File: config.mk
export PLATFORM = sky130hd
export DESIGN_NAME = wb_port_arbiter
export DESIGN_NICKNAME = d
export VERILOG_FILES = /design/src/rtl/wb_port_arbiter_pkg.sv /design/src/rtl/mux_dst.sv /design/src/rtl/wb_port_arbiter.sv
export SDC_FILE = /design/constraint.sdc
export NUM_CORES = 1
export LEC_CHECK = 0
export ABC_AREA = 1
export BUFFER_PORTS_ARGS = -buffer_cell sky130_fd_sc_hd__buf_2
export CORE_UTILIZATION = 48
export DETAILED_ROUTE_END_ITERATION = 6
export HOLD_SLACK_MARGIN = 0.02
export PLACE_DENSITY_LB_ADDON = 0.15
export SLEW_MARGIN = 20
export SYNTH_ARGS = -nofsm -noshare
export SYNTH_HDL_FRONTEND = slang
export SYNTH_SLANG_ARGS = --single-unit
File: constraint.sdc
create_clock -name clk -period 2.31 [get_ports clk]
set_input_delay 0.462 -clock clk [delete_from_list [all_inputs] [get_ports clk]]
set_output_delay 0.462 -clock clk [all_outputs]
set_load 0.02 [all_outputs]
File: src/rtl/wb_port_arbiter_pkg.sv
// Shared encodings for the register-file write-port arbiter.
package wb_port_arbiter_pkg;

    typedef enum logic {
        NORMAL  = 1'b0,
        STARVED = 1'b1
    } arb_state_e;

    localparam int   REG_ZERO = 0;
    localparam logic WB_SEL_A = 1'b0;
    localparam logic WB_SEL_B = 1'b1;

endpackage

File: src/rtl/mux_dst.sv
// 2:1 destination/data select; sel = 1 picks d1.
module mux_dst #(
    parameter int W = 32
) (
    input  logic         sel,
    input  logic [W-1:0] d0,
    input  logic [W-1:0] d1,
    output logic [W-1:0] y
);

    assign y = sel ? d1 : d0;

endmodule

File: src/rtl/wb_port_arbiter.sv
// Arbitrates the register-file write port between the pipeline writeback (A)
// and the multi-cycle unit (B), with bounded B waiting and WAW discard.
module wb_port_arbiter #(
    parameter int DATA_W   = 32,
    parameter int ADDR_W   = 5,
    parameter int MAX_WAIT = 4
) (
    input  logic              clk,
    input  logic              rst,
    input  logic              a_valid,
    input  logic [ADDR_W-1:0] a_rd,
    input  logic [DATA_W-1:0] a_data,
    input  logic              b_valid,
    input  logic [ADDR_W-1:0] b_rd,
    input  logic [DATA_W-1:0] b_data,
    output logic              b_ready,
    output logic              stall_o,
    output logic              wb_we,
    output logic [ADDR_W-1:0] wb_addr,
    output logic [DATA_W-1:0] wb_data,
    output logic              wb_sel
);
    import wb_port_arbiter_pkg::*;

    localparam int CNT_W = (MAX_WAIT > 1) ? $clog2(MAX_WAIT + 1) : 1;

    arb_state_e        state, state_nx;
    logic [CNT_W-1:0]  wait_cnt, wait_cnt_nx;
    logic              grant_a, grant_b;
    logic [ADDR_W-1:0] sel_addr;
    logic [DATA_W-1:0] sel_data;

    mux_dst #(.W(DATA_W)) u_mux_data (
        .sel (grant_b),
        .d0  (a_data),
        .d1  (b_data),
        .y   (sel_data)
    );

    mux_dst #(.W(ADDR_W)) u_mux_addr (
        .sel (grant_b),
        .d0  (a_rd),
        .d1  (b_rd),
        .y   (sel_addr)
    );

    always_comb begin
        state_nx = state;
        grant_a  = 1'b0;
        grant_b  = 1'b0;
        b_ready  = 1'b0;
        stall_o  = 1'b0;
        if (!rst) begin
            case (state)
                NORMAL: begin
                    grant_a = a_valid;
                    grant_b = b_valid & ~a_valid;
                    // Same-destination collision: the younger A write supersedes B.
                    b_ready = grant_b | (a_valid & b_valid & (a_rd == b_rd));
                    if (b_valid && !b_ready && wait_cnt == CNT_W'(MAX_WAIT - 1))
                        state_nx = STARVED;
                end
                STARVED: begin
                    grant_b  = b_valid;
                    b_ready  = b_valid;
                    stall_o  = a_valid & b_valid;
                    state_nx = NORMAL;
                end
                default: state_nx = NORMAL;
            endcase
        end
    end

    always_comb begin
        wait_cnt_nx = wait_cnt;
        if (!b_valid || b_ready)
            wait_cnt_nx = '0;
        else if (wait_cnt != CNT_W'(MAX_WAIT))
            wait_cnt_nx = wait_cnt + CNT_W'(1);
    end

    always_ff @(posedge clk or posedge rst) begin
        if (rst) begin
            state    <= NORMAL;
            wait_cnt <= '0;
            wb_we    <= 1'b0;
            wb_addr  <= '0;
            wb_data  <= '0;
            wb_sel   <= WB_SEL_A;
        end else begin
            state    <= state_nx;
            wait_cnt <= wait_cnt_nx;
            if (grant_a || grant_b) begin
                wb_we   <= (sel_addr != ADDR_W'(REG_ZERO));
                wb_addr <= sel_addr;
                wb_data <= sel_data;
                wb_sel  <= grant_b ? WB_SEL_B : WB_SEL_A;
            end else begin
                wb_we   <= 1'b0;
            end
        end
    end

endmodule

==> run_results.csv <==
group,metric,value,unit
outcome,status,"complete, no violations",
sta,worst_slew_pin_slew,562,ps
pwr,netSwitchingPower,618,uW
pwr,p_clk_frac,0.241,
synth,synthesis.instances,269,
global_route,first_global_vias,1827,
worst_setup_path,critPathSlowestCell,"sky130_fd_sc_hd__dfrtp_1",
synth,most_area_consuming_cells_after_synthesis,"sky130_fd_sc_hd__dfrtp_1 50%, sky130_fd_sc_hd__nand2_1 11%, sky130_fd_sc_hd__o21ai_0 7.9%",
cts,post_cts.repair.setup_buffers,0,
global_route,grt_overflow_total,0,
worst_setup_path,crit_path_frequent_cell,"sky130_fd_sc_hd__nand2_2",
synth,syn_avg_cell_area,8.00,um2
worst_setup_path,critical_path_required,1850,ps
sta,period_share,0.774,
synth,synth.ff_latch_count,43,
layout,fillerInstances,355,
cts,clk_path_buf_depth,2,
pwr,power_density,656,mW/mm2
worst_setup_path,critical_path.cell_chain,"inv_1 > nand2_2 > nand2_2 > nand2_1 > buf_2",
synth,post_synth_instance_area,0.00215,mm2
synth,netlist-cell-type-count,24,
synth,synthesis.nets,350,
worst_setup_path,path_max_fanout,9,
pwr,power.share.switching,0.330,
routing,drtPass1Iterations,4,
die,fp.dieArea,0.00475,mm2
worst_setup_path,worst_ep_arrival_time,1330,ps
flow_run,max_cap_violations,0,
die,die_x,68.9,um
routing,route.antenna.remaining_nets,0,
die,floorplan.die.height,68.9,um
sta,timing.final.hold_violations,0,
global_route,first_pass_grt_wire_length,7910,um
cts,cts_hold_repair.buffers,0,
sta,slew_viol_final,0,
sta,final.hold.worst_slack,354,ps
sta,finalSetupViolations,0,
cts,clk_pin_slew_worst_paths,80,ps
cts,clkSinkCount,43,
worst_setup_path,worst_setup_ep_type,"output pin",
pwr,comb_power_share,0.279,
layout,drive_gt1_frac,0.364,
synth,synth_top_cell_area_share,0.500,
worst_setup_path,critical_path.startpoint_type,"register",
cts,htree_num_levels,2,
pwr,int_pwr,1250,uW
pwr,p_leak,0.00154,uW
hold_path,hold_class,"input port to asynchronous set/reset pin",
sta,timing.fmax,0.560,GHz
layout,num_antenna_cells,0,
routing,detail_route.drc_violations,0,
global_route,grt_antenna_before_repair,0,
sta,fin_skew,3.64,ps
pwr,power.share.sequential,0.479,
die,top_level_ports,119,
routing,detail_route.wl_per_cell,12.1,um
die,core_region_area,0.00414,mm2
placed_design,buffer_ports.inserted,118,
routing,dr.first_iter.drc_count,96,
placed_design,gp_congestion,0.802,
synth,yosys_warnings,0,
routing,route.final.wire_length,5290,um
sta,worst_relative_slew_slack,0.625,
cts,clock_insertion_delay_worst_skew,290,ps
die,num_rows,23,
global_route,grtUsageTotal,0.233,
cts,cts_tree,"done",
routing,vias_per_cell,4.95,
layout,syn2layout_area_growth,32.6,%
worst_setup_path,timing.critical_path.slowest_cell_delay,420,ps
sta,final_period_minus_worst_setup_slack,1790,ps
die,floorplan.initialDensity,0.519,
synth,synth_seq_area_share,0.500,
layout,layout.nets,467,
placed_design,hpwl,3790,um
cts,root_buffer,"sky130_fd_sc_hd__clkbuf_8",
cts,cts-buffers-inserted,5,
global_route,grt_max_degree,44,
worst_setup_path,critical_path_class,"register to output pin",
layout,share_of_the_core_filled_with_cells,0.688,
cts,gates_resized_cts_repair,0,
synth,yosysTopAreaCell,"sky130_fd_sc_hd__dfrtp_1",
sta,postLayoutSetupSlackWorst,523,ps
pwr,total_power,1870,uW
sta,grt_setup_unrepaired,"no",
pwr,vdd.ir_drop.worst,0.000396,V
placed_design,dp_worst_setup_slack,585,ps
routing,vias,2165,
sta,timing.setup.tns,0,ps
-- per-stage QoR --
step,instance area (um2),instances
after global placement,2770,429
final,2850,437
after global routing,2850,437
after floorplan,2150,269
after detailed placement,2770,429
after CTS,2850,437
-- Yosys cell counts --
cell	number
sky130_fd_sc_hd__nor3_1	1
sky130_fd_sc_hd__nand3_1	4
sky130_fd_sc_hd__o22ai_1	1
sky130_fd_sc_hd__nor2_2	1
sky130_fd_sc_hd__nand2_1	65
sky130_fd_sc_hd__nor2_1	42
sky130_fd_sc_hd__inv_2	2
sky130_fd_sc_hd__nand4_1	1
sky130_fd_sc_hd__dfrtp_1	43
sky130_fd_sc_hd__o211ai_1	1
sky130_fd_sc_hd__nor2_4	2
sky130_fd_sc_hd__buf_4	1
sky130_fd_sc_hd__buf_6	3
sky130_fd_sc_hd__a21oi_4	1
sky130_fd_sc_hd__buf_2	8
sky130_fd_sc_hd__clkbuf_2	1
sky130_fd_sc_hd__inv_1	13
sky130_fd_sc_hd__o21ai_0	34
sky130_fd_sc_hd__o21ai_1	30
sky130_fd_sc_hd__nand2_2	4
sky130_fd_sc_hd__ha_1	3
sky130_fd_sc_hd__xor2_1	3
sky130_fd_sc_hd__and2_1	1
sky130_fd_sc_hd__a31oi_1	4
-- sequential cells by signal, indices dropped and copies added, names as in the netlist --
name	cells
state	1
wait_cnt	3
wb_addr	5
wb_data	32
wb_sel	1
wb_we	1
-- area by class of cell --
class                      count  area (um2)  area share
clock inverter                 3        15.0     0.00527
clock buffer                   5        68.8      0.0241
multi-input combinational    198         932       0.327
inverter                      15        56.3      0.0197
sequential                    43        1080       0.377
tap                           50        62.6      0.0219
timing repair buffer         123         641       0.225
-- per-layer routing --
layer	track usage	vias up	wire length (um)
li1	-	1108	-
met1	0.275	956	2250
met2	0.409	94	2550
met3	0.0559	7	407
met4	0.0842	0	80
met5	0	-	0
-- power by group through the flow --
stage | Clock, uW | Sequential, uW | Combinational, uW
2_1_floorplan | 0 | 1020 | 206
3_3_place_gp | 0 | 907 | 518
3_5_place_dp | 0 | 911 | 526
4_1_cts | 466 | 896 | 528
5_1_grt | 502 | 909 | 586
6_report | 452 | 896 | 522
-- critical path: cells and delay by family (launching register included) --
kind,cells,cell delay (ps)
AND/OR/NAND/NOR,3,360
flip-flops,1,420
buffers and inverters,2,260
-- layout by cell type, fill, tap and decap left out, types with 2 or more instances in the layout --
| master | count |
|---|---|
| sky130_fd_sc_hd__buf_2 | 118 |
| sky130_fd_sc_hd__nor2_4 | 2 |
| sky130_fd_sc_hd__clkbuf_8 | 5 |
| sky130_fd_sc_hd__dfrtp_1 | 43 |
| sky130_fd_sc_hd__inv_2 | 2 |
| sky130_fd_sc_hd__o21ai_1 | 30 |
| sky130_fd_sc_hd__nand3_1 | 4 |
| sky130_fd_sc_hd__nand2_1 | 65 |
| sky130_fd_sc_hd__a31oi_1 | 4 |
| sky130_fd_sc_hd__nor2_1 | 42 |
| sky130_fd_sc_hd__ha_1 | 3 |
| sky130_fd_sc_hd__buf_4 | 4 |
| sky130_fd_sc_hd__inv_1 | 13 |
| sky130_fd_sc_hd__xor2_1 | 3 |
| sky130_fd_sc_hd__clkinv_2 | 3 |
| sky130_fd_sc_hd__o21ai_0 | 34 |
| sky130_fd_sc_hd__nand2_2 | 4 |
-- path summary, 6_finish.rpt --
kind	from	endpoint	slack [ps]	cells past startpoint
hold reg to reg	wb_sel$_DFFE_PP0P_	wb_sel$_DFFE_PP0P_	470	2
setup reg to reg	state$_DFFE_PP0N_	wb_data[4]$_DFFE_PP0P_	840	6
min in group clk	a_data[20]	wb_data[20]$_DFFE_PP0P_	420	3
setup / recovery	state$_DFFE_PP0N_	b_ready	520	5
max in group asynchronous	rst	wb_data[9]$_DFFE_PP0P_	1590	3
hold / removal	rst	wb_addr[0]$_DFFE_PP0P_	350	3
-- kinds of logic (layout without fill, tap and decap cells) --
family,Yosys count,after routing,share of synthesized area
AND/OR/NAND/NOR,121,121,0.229
AO/OA/AOI/OAI,71,71,0.175
flip-flops,43,43,0.500
buffers and inverters,28,146,0.0663
adder cells (fa/ha/maj),3,3,0.0175
XOR/XNOR,3,3,0.0122
No activity file was read; power rests on OpenSTA's default activity.
